## src/rtl/pipelined_carry_adder.sv

```systemverilog
// Pipelined ripple-carry adder/subtractor: one operand slice per stage, carry registered
// between stages, operand skew and result deskew registers so the full word emerges at once.
module pipelined_carry_adder #(
    parameter int WIDTH  = 16,
    parameter int STAGES = 4
) (
    input  logic             clk,
    input  logic             rst,
    input  logic             in_valid,
    output logic             in_ready,
    input  logic [WIDTH-1:0] a,
    input  logic [WIDTH-1:0] b,
    input  logic             cin,
    input  logic             sub,
    output logic             out_valid,
    input  logic             out_ready,
    output logic [WIDTH-1:0] s,
    output logic             cout,
    output logic             overflow
);
    localparam int SL = WIDTH / STAGES;

    generate
        if (WIDTH < 2 || STAGES < 1 || (WIDTH % STAGES) != 0) begin : g_bad_params
            $error("pipelined_carry_adder: WIDTH must be >= 2 and a multiple of STAGES >= 1");
        end
    endgenerate

    logic w_stall;

    assign w_stall  = g_stage[STAGES-1].r_valid && !out_ready;
    assign in_ready = !w_stall;

    genvar gi;
    generate
        for (gi = 0; gi < STAGES; gi++) begin : g_stage
            localparam int LO = gi * SL;
            localparam int HI = WIDTH - LO;

            logic             w_v_in;
            logic             w_c_in;
            logic [HI-1:0]    w_a_in;
            logic [HI-1:0]    w_b_in;
            logic [SL:0]      w_slice;
            logic [LO+SL-1:0] w_sum_next;

            logic             r_valid;
            logic             r_carry;
            logic [LO+SL-1:0] r_sum;

            // Subtraction is folded in up front: a + ~b + ~cin, so later stages only add.
            if (gi == 0) begin : g_in
                assign w_v_in     = in_valid;
                assign w_c_in     = cin ^ sub;
                assign w_a_in     = a;
                assign w_b_in     = sub ? ~b : b;
                assign w_sum_next = w_slice[SL-1:0];
            end else begin : g_in
                assign w_v_in     = g_stage[gi-1].r_valid;
                assign w_c_in     = g_stage[gi-1].r_carry;
                assign w_a_in     = g_stage[gi-1].g_ops.r_a;
                assign w_b_in     = g_stage[gi-1].g_ops.r_b;
                assign w_sum_next = {w_slice[SL-1:0], g_stage[gi-1].r_sum};
            end

            assign w_slice = {1'b0, w_a_in[SL-1:0]} + {1'b0, w_b_in[SL-1:0]}
                           + {{SL{1'b0}}, w_c_in};

            always_ff @(posedge clk or posedge rst) begin
                if (rst) begin
                    r_valid <= 1'b0;
                    r_carry <= 1'b0;
                    r_sum   <= '0;
                end else if (!w_stall) begin
                    r_valid <= w_v_in;
                    if (w_v_in) begin
                        r_carry <= w_slice[SL];
                        r_sum   <= w_sum_next;
                    end
                end
            end

            if (gi < STAGES - 1) begin : g_ops
                logic [HI-SL-1:0] r_a;
                logic [HI-SL-1:0] r_b;

                always_ff @(posedge clk or posedge rst) begin
                    if (rst) begin
                        r_a <= '0;
                        r_b <= '0;
                    end else if (!w_stall && w_v_in) begin
                        r_a <= w_a_in[HI-1:SL];
                        r_b <= w_b_in[HI-1:SL];
                    end
                end
            end else begin : g_last
                logic r_ovf;

                // Carry into the MSB is recovered from the MSB sum bit and its operand bits.
                always_ff @(posedge clk or posedge rst) begin
                    if (rst) begin
                        r_ovf <= 1'b0;
                    end else if (!w_stall && w_v_in) begin
                        r_ovf <= w_a_in[SL-1] ^ w_b_in[SL-1] ^ w_slice[SL-1] ^ w_slice[SL];
                    end
                end
            end
        end
    endgenerate

    assign out_valid = g_stage[STAGES-1].r_valid;
    assign s         = g_stage[STAGES-1].r_sum;
    assign cout      = g_stage[STAGES-1].r_carry;
    assign overflow  = g_stage[STAGES-1].g_last.r_ovf;

endmodule

```

## config.mk

```make
export PLATFORM = sky130hd
export DESIGN_NAME = pipelined_carry_adder
export DESIGN_NICKNAME = d
export VERILOG_FILES = /design/src/rtl/pipelined_carry_adder.sv
export SDC_FILE = /design/constraint.sdc
export NUM_CORES = 1
export LEC_CHECK = 0
export CELL_PAD_IN_SITES_DETAIL_PLACEMENT = 1
export CELL_PAD_IN_SITES_GLOBAL_PLACEMENT = 2
export CORE_ASPECT_RATIO = 0.9
export CORE_MARGIN = 5
export CORE_UTILIZATION = 42
export DETAILED_ROUTE_END_ITERATION = 6
export PLACE_DENSITY_LB_ADDON = 0.1
export SLEW_MARGIN = 20
export SYNTH_ARGS = -nofsm -noshare
export SYNTH_HDL_FRONTEND = slang
export SYNTH_SLANG_ARGS = --single-unit
```

## constraint.sdc

```tcl
create_clock -name clk -period 5.7 [get_ports clk]
set_input_delay 0.57 -clock clk [delete_from_list [all_inputs] [get_ports clk]]
set_output_delay 0.57 -clock clk [all_outputs]
set_load 0.02 [all_outputs]
```

==> metrics.txt, run 1 <==
Ant. Diodes 0; Worst-path clk slew 0.06 ns; Post-Syn Area per Cell roughly 14 um^2; Combinational Power Share between 40% and 50%; Finish-stage setup viols 0; wire per inst 15.98 um; Yosys top cell by area dfrtp_1; vias in the first global route roughly 2,800; worst rel slew slack 58.11%; fin. max-slew vios 0; DIE HEIGHT 108.9 um; leading post-synthesis cells by cell area dfrtp_1, mux2_4, fa_1; Final ANT Viol Nets 0; setup TNS 0 ns; cts repair resizes 0; Synth top area share 53.18%; Clock Latency Late Sink 0.33 ns; Netlist cell types 29; CTS root buffer clkbuf_16; Worst VDD drop 0.0002181 V; Initial DRC Count 64; Hold Vio Cnt, Final 0; Pint 2109 uW; initial antenna violation count 0; synthesized area 0.004564 mm^2; vias 2,472; max-cap violations 0; Die X 119.9 um; # nets final about 430; Sw Pwr 967.6 uW; die footprint 0.01305 mm^2; Inserted Clock Buffers 9; Synthesized Nets approximately 380; Detail Placement HPWL 5.735 mm; FP Rows 36; grt ovf 0; Max clock buf depth 2; fin crit period about 2.6 ns; commonest non-fill, non-tap cell in the layout dfrtp_1; worst setup path class input pin to flop; Final Skew 0.005340 ns; Via density 4.828; arrival time worst endpoint approximately 2.8 ns; RSZ-0062 raised after global routing false; most frequent cells in the layout dfrtp_1, clkdlybuf4s50_1, mux2_4; area growth from synthesis to layout 19.93%; clk sink count 97; final period utilization 45.38%; CP Launch Type input pin; routability cong. 0.7087; Power, Total between 3000 and 4000 uW; ratio of cells with drive above 1 in the final layout 23.48%; Worst setup EP type flop; FILL cells around 1,100; Clk pwr share 20.9%; Routed WL 8.181 mm; TritonCTS clock tree built; initial core utilization 42.58%; io pins 58; Synth Register Bits 97; critical path required time 5.91 ns; Post-Syn Instances 318; CP Max Fanout 17; Setup Fix Bufs, Post-CTS 0; Residual DRC 0; port bufs 57; First-pass DRT Iterations 2; H-tree depth 3; Pwr Density 562.1 mW/mm^2; outcome finished, final reports clean; hold_buf cts 0; largest net degree at the start of global routing 50; Seq pwr share ~39%; gr usage total 13.91%; Max Clk Rate 386.6 MHz; Placeable Area 0.01072 mm^2; Switching Share 31.45%; Worst Hold Class flop to flop; Syn. warnings 0; Leak Pwr approximately 0.0026 uW; sequential area share after synthesis 53.18%; actual slew at the worst max-slew pin 0.6283 ns; first-pass GRT wire length 14.08 mm
-- cell families (layout without fill, tap and decap cells) --
family	count (synthesis)	in the layout	synth area share (%)
and+or+nand+nor	41	41	4.852
AOI/OAI and AO/OA	44	44	5.318
xor gates and xnor gates	25	25	4.797
adders and majority gates	20	20	6.798
muxes	65	65	20.23
DFF	97	97	53.18
buffers and inverters	26	87	4.825
-- sequential cells by signal, summed over array words and instances (netlist names), 3 cells and up --
name,flops
g_stage.r_valid,3
g_stage.g_ops.r_a,24
g_stage.g_ops.r_b,24
g_stage.r_carry,3
g_stage.r_sum,24
s,16
-- cell type report --
type	instances	area, um^2	area share, %
clock buffers	10	239.0	4.366
clock inverters	5	80.08	1.463
repair buffers	59	585.6	10.70
multi-input cells	195	1917	35.02
flip-flops and latches	97	2427	44.34
well taps	133	166.4	3.040
inverters	13	58.81	1.074
-- cell usage after synthesis --
cell type,n
mux2_2,14
o21ai_0,25
nor3b_1,1
a21oi_1,9
buf_4,1
ha_1,12
a21boi_0,1
a21o_1,6
nor2b_1,1
buf_12,5
mux2_4,51
buf_2,4
nand2_1,31
nand2_4,2
inv_1,12
nand2_8,2
nor2_1,2
buf_6,2
xnor2_1,13
xor2_1,12
a211oi_1,1
nor2b_4,1
fa_1,8
o21ai_1,1
dfrtp_1,97
inv_8,1
or2b_1,1
clkbuf_8,1
o31ai_1,1
-- per-stage QoR --
stage | hold slack (ns) | setup slack (ns) | area [um^2] | util, % | instances
floorplan | 0.4446 | 2.596 | 4564 | - | 318
global placement | 0.4631 | 2.790 | 5155 | 48.09 | 497
detailed placement | 0.4683 | 2.754 | 5155 | 48.09 | 497
CTS | 0.4832 | 3.101 | 5474 | 51.06 | 512
global route | 0.5099 | 2.981 | 5474 | 51.06 | 512
finish | 0.4774 | 3.114 | 5474 | 51.06 | 512
-- critical path, cell delays in order --
cell and delay [ns]:
clkdlybuf4s50_1 0.45, buf_4 0.29, xor2_1 0.15, fa_1 0.44
fa_1 0.42, a21o_1 0.19, a211oi_1 0.23, a21oi_1 0.06
-- power by group through the flow --
stage	sequential [uW]	combinational (uW)	clock (uW)
after floorplan	1230	939	0
after global placement	1190	1230	0
after detailed placement	1210	1270	0
after CTS	1200	1280	662
after global routing	1230	1380	688
final	1190	1250	643
-- layer usage --
layer  vias to the layer above  global-route usage, %  routed length [um]
met1                      1233                  17.05                3743
met5                         -                      0                   0
li1                       1181                      -                   -
met4                         0                  4.415                 133
met3                        10                  3.527                 298
met2                        48                  24.31                4006
-- path summary, 6_finish.rpt --
path | start | to | slack (ns) | depth (start not counted)
hold / removal | g_stage[1].r_sum[7]$_DFFE_PP0P_ | g_stage[1].r_sum[7]$_DFFE_PP0P_ | 0.48 | 2
setup / recovery | sub | g_stage[0].r_carry$_DFFE_PP0P_ | 3.11 | 8
hold reg to reg | g_stage[1].r_sum[7]$_DFFE_PP0P_ | g_stage[1].r_sum[7]$_DFFE_PP0P_ | 0.48 | 2
max in group asynchronous | rst | cout$_DFFE_PP0P_ | 3.95 | 3
setup reg to reg | g_stage[2].r_carry$_DFFE_PP0P_ | overflow$_DFFE_PP0P_ | 3.63 | 6
min in group asynchronous | rst | s[4]$_DFFE_PP0P_ | 0.68 | 2
Power figures use the tool's default switching activity.
==> run 2, diff against run 1 <==
--- a/config.mk
+++ b/config.mk
@@ -9,7 +9,7 @@
 export CELL_PAD_IN_SITES_GLOBAL_PLACEMENT = 2
 export CORE_ASPECT_RATIO = 0.9
 export CORE_MARGIN = 5
-export CORE_UTILIZATION = 42
+export CORE_UTILIZATION = 39
 export DETAILED_ROUTE_END_ITERATION = 6
 export PLACE_DENSITY_LB_ADDON = 0.1
 export SLEW_MARGIN = 20
==> constraint.sdc (replaced) <==
create_clock -name clk -period 2.44 [get_ports clk]
set_input_delay 0.244 -clock clk [delete_from_list [all_inputs] [get_ports clk]]
set_output_delay 0.244 -clock clk [all_outputs]
set_load 0.02 [all_outputs]
==> metrics.txt, run 2 (synthesis gave the netlist of run 1 again) <==
outcome finished, final reports clean (unchanged); first-pass GRT wire length 13.99 mm (was 14.08 mm); # nets final 435 (was 433); worst rel slew slack 66.16% (was 58.11%); clk sink count 97 (unchanged); FP Rows 37 (was 36); Setup Fix Bufs, Post-CTS 0 (unchanged); Final Worst Setup Slack 0.3612 ns (was 3.114 ns); Max clock buf depth 2 (unchanged); Residual DRC 0 (unchanged); FILL cells 1,193 (was 1,077); Final Core Density 48.74% (was 51.06%); Via density 4.569 (was 4.828); CP Capture Point g_stage[0].r_carry$_DFFE_PP0P_ (unchanged); Worst Hold Class input pin to asynchronous set/reset pin (was flop to flop); wire length on met3 326 um (was 298 um); RSZ-0062 raised after global routing false (unchanged); Clk pwr share 23.0% (was 20.9%); Worst setup EP type flop (unchanged); Worst-path clk slew 0.07 ns (was 0.06 ns); CP Max Fanout 3 (was 17); flip-flop and latch area 0.002427 mm^2 (unchanged); Max Used Layer met4 (unchanged); area growth from synthesis to layout 22.09% (was 19.93%); launching point of the worst reg2reg path g_stage[2].r_carry$_DFFE_PP0P_ (unchanged); routability cong. 0.6900 (was 0.7087); cts repair resizes 0 (unchanged); # placed instances 522 (was 497); Switching Share 31.03% (was 31.45%); CP Launch Type input pin (unchanged); Ant. Diodes 0 (unchanged); gr usage total 12.92% (was 13.91%); Detail Placement HPWL 5.771 mm (was 5.735 mm); die footprint 0.01397 mm^2 (was 0.01305 mm^2); dpl ws -0.04627 ns (was 2.754 ns); initial antenna violation count 0 (unchanged); TritonCTS clock tree built (unchanged); wl on met1 4.077 mm (was 3.743 mm); Largest regs g_stage.g_ops.r_a (24), g_stage.g_ops.r_b (24), g_stage.r_sum (24) (unchanged); Multi-input gate area 0.001917 mm^2 (unchanged); Max Clk Rate 481.0 MHz; Hold Vio Cnt, Final 0 (unchanged); R2R depth 6 (unchanged); most frequent cells in the layout dfrtp_1, clkdlybuf4s50_1, mux2_4 (unchanged); H-tree depth 3 (unchanged); WL met2 3.676 mm (was 4.006 mm); commonest non-fill, non-tap cell in the layout dfrtp_1 (unchanged); fin cells 538 (was 512); max-cap violations 0 (unchanged); final period utilization 85.20%; DIE HEIGHT 112.6 um (was 108.9 um); arrival time worst endpoint 2.30 ns (was 2.79 ns); worst setup path class input pin to flop (unchanged); Inserted Clock Buffers 9 (unchanged); initial core utilization 39.92% (was 42.58%); hold_buf cts 0 (unchanged); Pint 5120 uW (was 2109 uW); Finish-stage setup viols 0 (unchanged); reg-to-reg endpoint overflow$_DFFE_PP0P_ (unchanged); CTS root buffer clkbuf_16 (unchanged); Seq pwr share 37.7% (was 38.6%); Final ANT Viol Nets 0 (unchanged); Pwr Density 1332 mW/mm^2 (was 562.1 mW/mm^2); Initial DRC Count 66 (was 64); fin crit period 2.079 ns; grt ovf 0 (unchanged); port bufs 57 (unchanged); Routed WL 8.213 mm (was 8.181 mm); Combinational Power Share 39.3% (was 40.5%); fin. max-slew vios 0 (unchanged); io pins 58 (unchanged); Critical Path Start sub (unchanged); Leak Pwr 0.002603 uW (was 0.002574 uW); ratio of cells with drive above 1 in the final layout 23.56% (was 23.48%); flop-to-flop setup slack 0.39 ns (was 3.63 ns); vias in the first global route 2,720 (was 2,831); Die X 124.0 um (was 119.9 um); actual slew at the worst max-slew pin 0.5071 ns (was 0.6283 ns); First-pass DRT Iterations 4 (was 2); Final Skew 0.007104 ns (was 0.005340 ns); wire per inst 15.27 um (was 15.98 um); Placeable Area 0.01143 mm^2 (was 0.01072 mm^2); vias 2,458 (was 2,472); Worst VDD drop 0.0003887 V (was 0.0002181 V); setup TNS 0 ns (unchanged); Sw Pwr 2304 uW (was 967.6 uW); largest net degree at the start of global routing 71 (was 50); Clock Latency Late Sink 0.34 ns (was 0.33 ns); critical path required time 2.66 ns (was 5.91 ns)
run 2: layout make-up:
cell class | count | share of cell area (%)
flip-flops and latches | 97 | 43.56
multi-input cells | 195 | 34.40
repair buffers | 61 | 11.00
clock buffers | 11 | 4.176
well taps | 156 | 3.502
clock inverters | 5 | 2.290
inverters | 13 | 1.078
run 2: per-layer routing:
layer / global-route usage [%] / vias up
met5: 0 / -
li1: - / 1197
met2: 19.21 / 47
met1: 18.11 / 1205
met3: 3.224 / 9
met4: 5.036 / 0
run 2: power groups by stage:
stage	Combinational, uW	Clock, uW	Sequential [uW]
after floorplan	2190	0	2870
after global placement	2880	0	2810
after detailed placement	2960	0	2850
after CTS	2990	1750	2820
after global routing	3240	1810	2910
final	2920	1710	2800
run 2: worst min-delay path by stage:
| stage | end | slack, ns | startpoint |
|---|---|---|---|
| global placement | g_stage[1].r_sum[6]$_DFFE_PP0P_ | 0.46 | g_stage[1].r_sum[6]$_DFFE_PP0P_ |
| floorplan | g_stage[0].g_ops.r_a[0]$_DFFE_PP0P_ | 0.39 | a[4] |
| CTS | g_stage[0].r_sum[2]$_DFFE_PP0P_ | 0.39 | rst |
| detailed placement | g_stage[1].r_sum[6]$_DFFE_PP0P_ | 0.47 | g_stage[1].r_sum[6]$_DFFE_PP0P_ |
| finish | g_stage[0].r_sum[2]$_DFFE_PP0P_ | 0.36 | rst |
| global route | g_stage[0].g_ops.r_b[10]$_DFFE_PP0P_ | 0.41 | rst |
run 2: critical path: stages:
cell             delay, ns
clkdlybuf4s50_1       0.52
xor2_1                0.22
fa_1                  0.44
fa_1                  0.40
a21o_1                0.19
a211oi_1              0.22
a21oi_1               0.06
run 2: metrics by stage:
stage / total power [uW] / hold WS, ns / instance area, um^2
2_1_floorplan: 5065 / 0.3925 / 4568
3_3_place_gp: 5688 / 0.4569 / 5213
3_5_place_dp: 5811 / 0.4674 / 5213
4_1_cts: 7559 / 0.3853 / 5573
5_1_grt: 7962 / 0.4137 / 5573
6_report: 7424 / 0.3606 / 5573
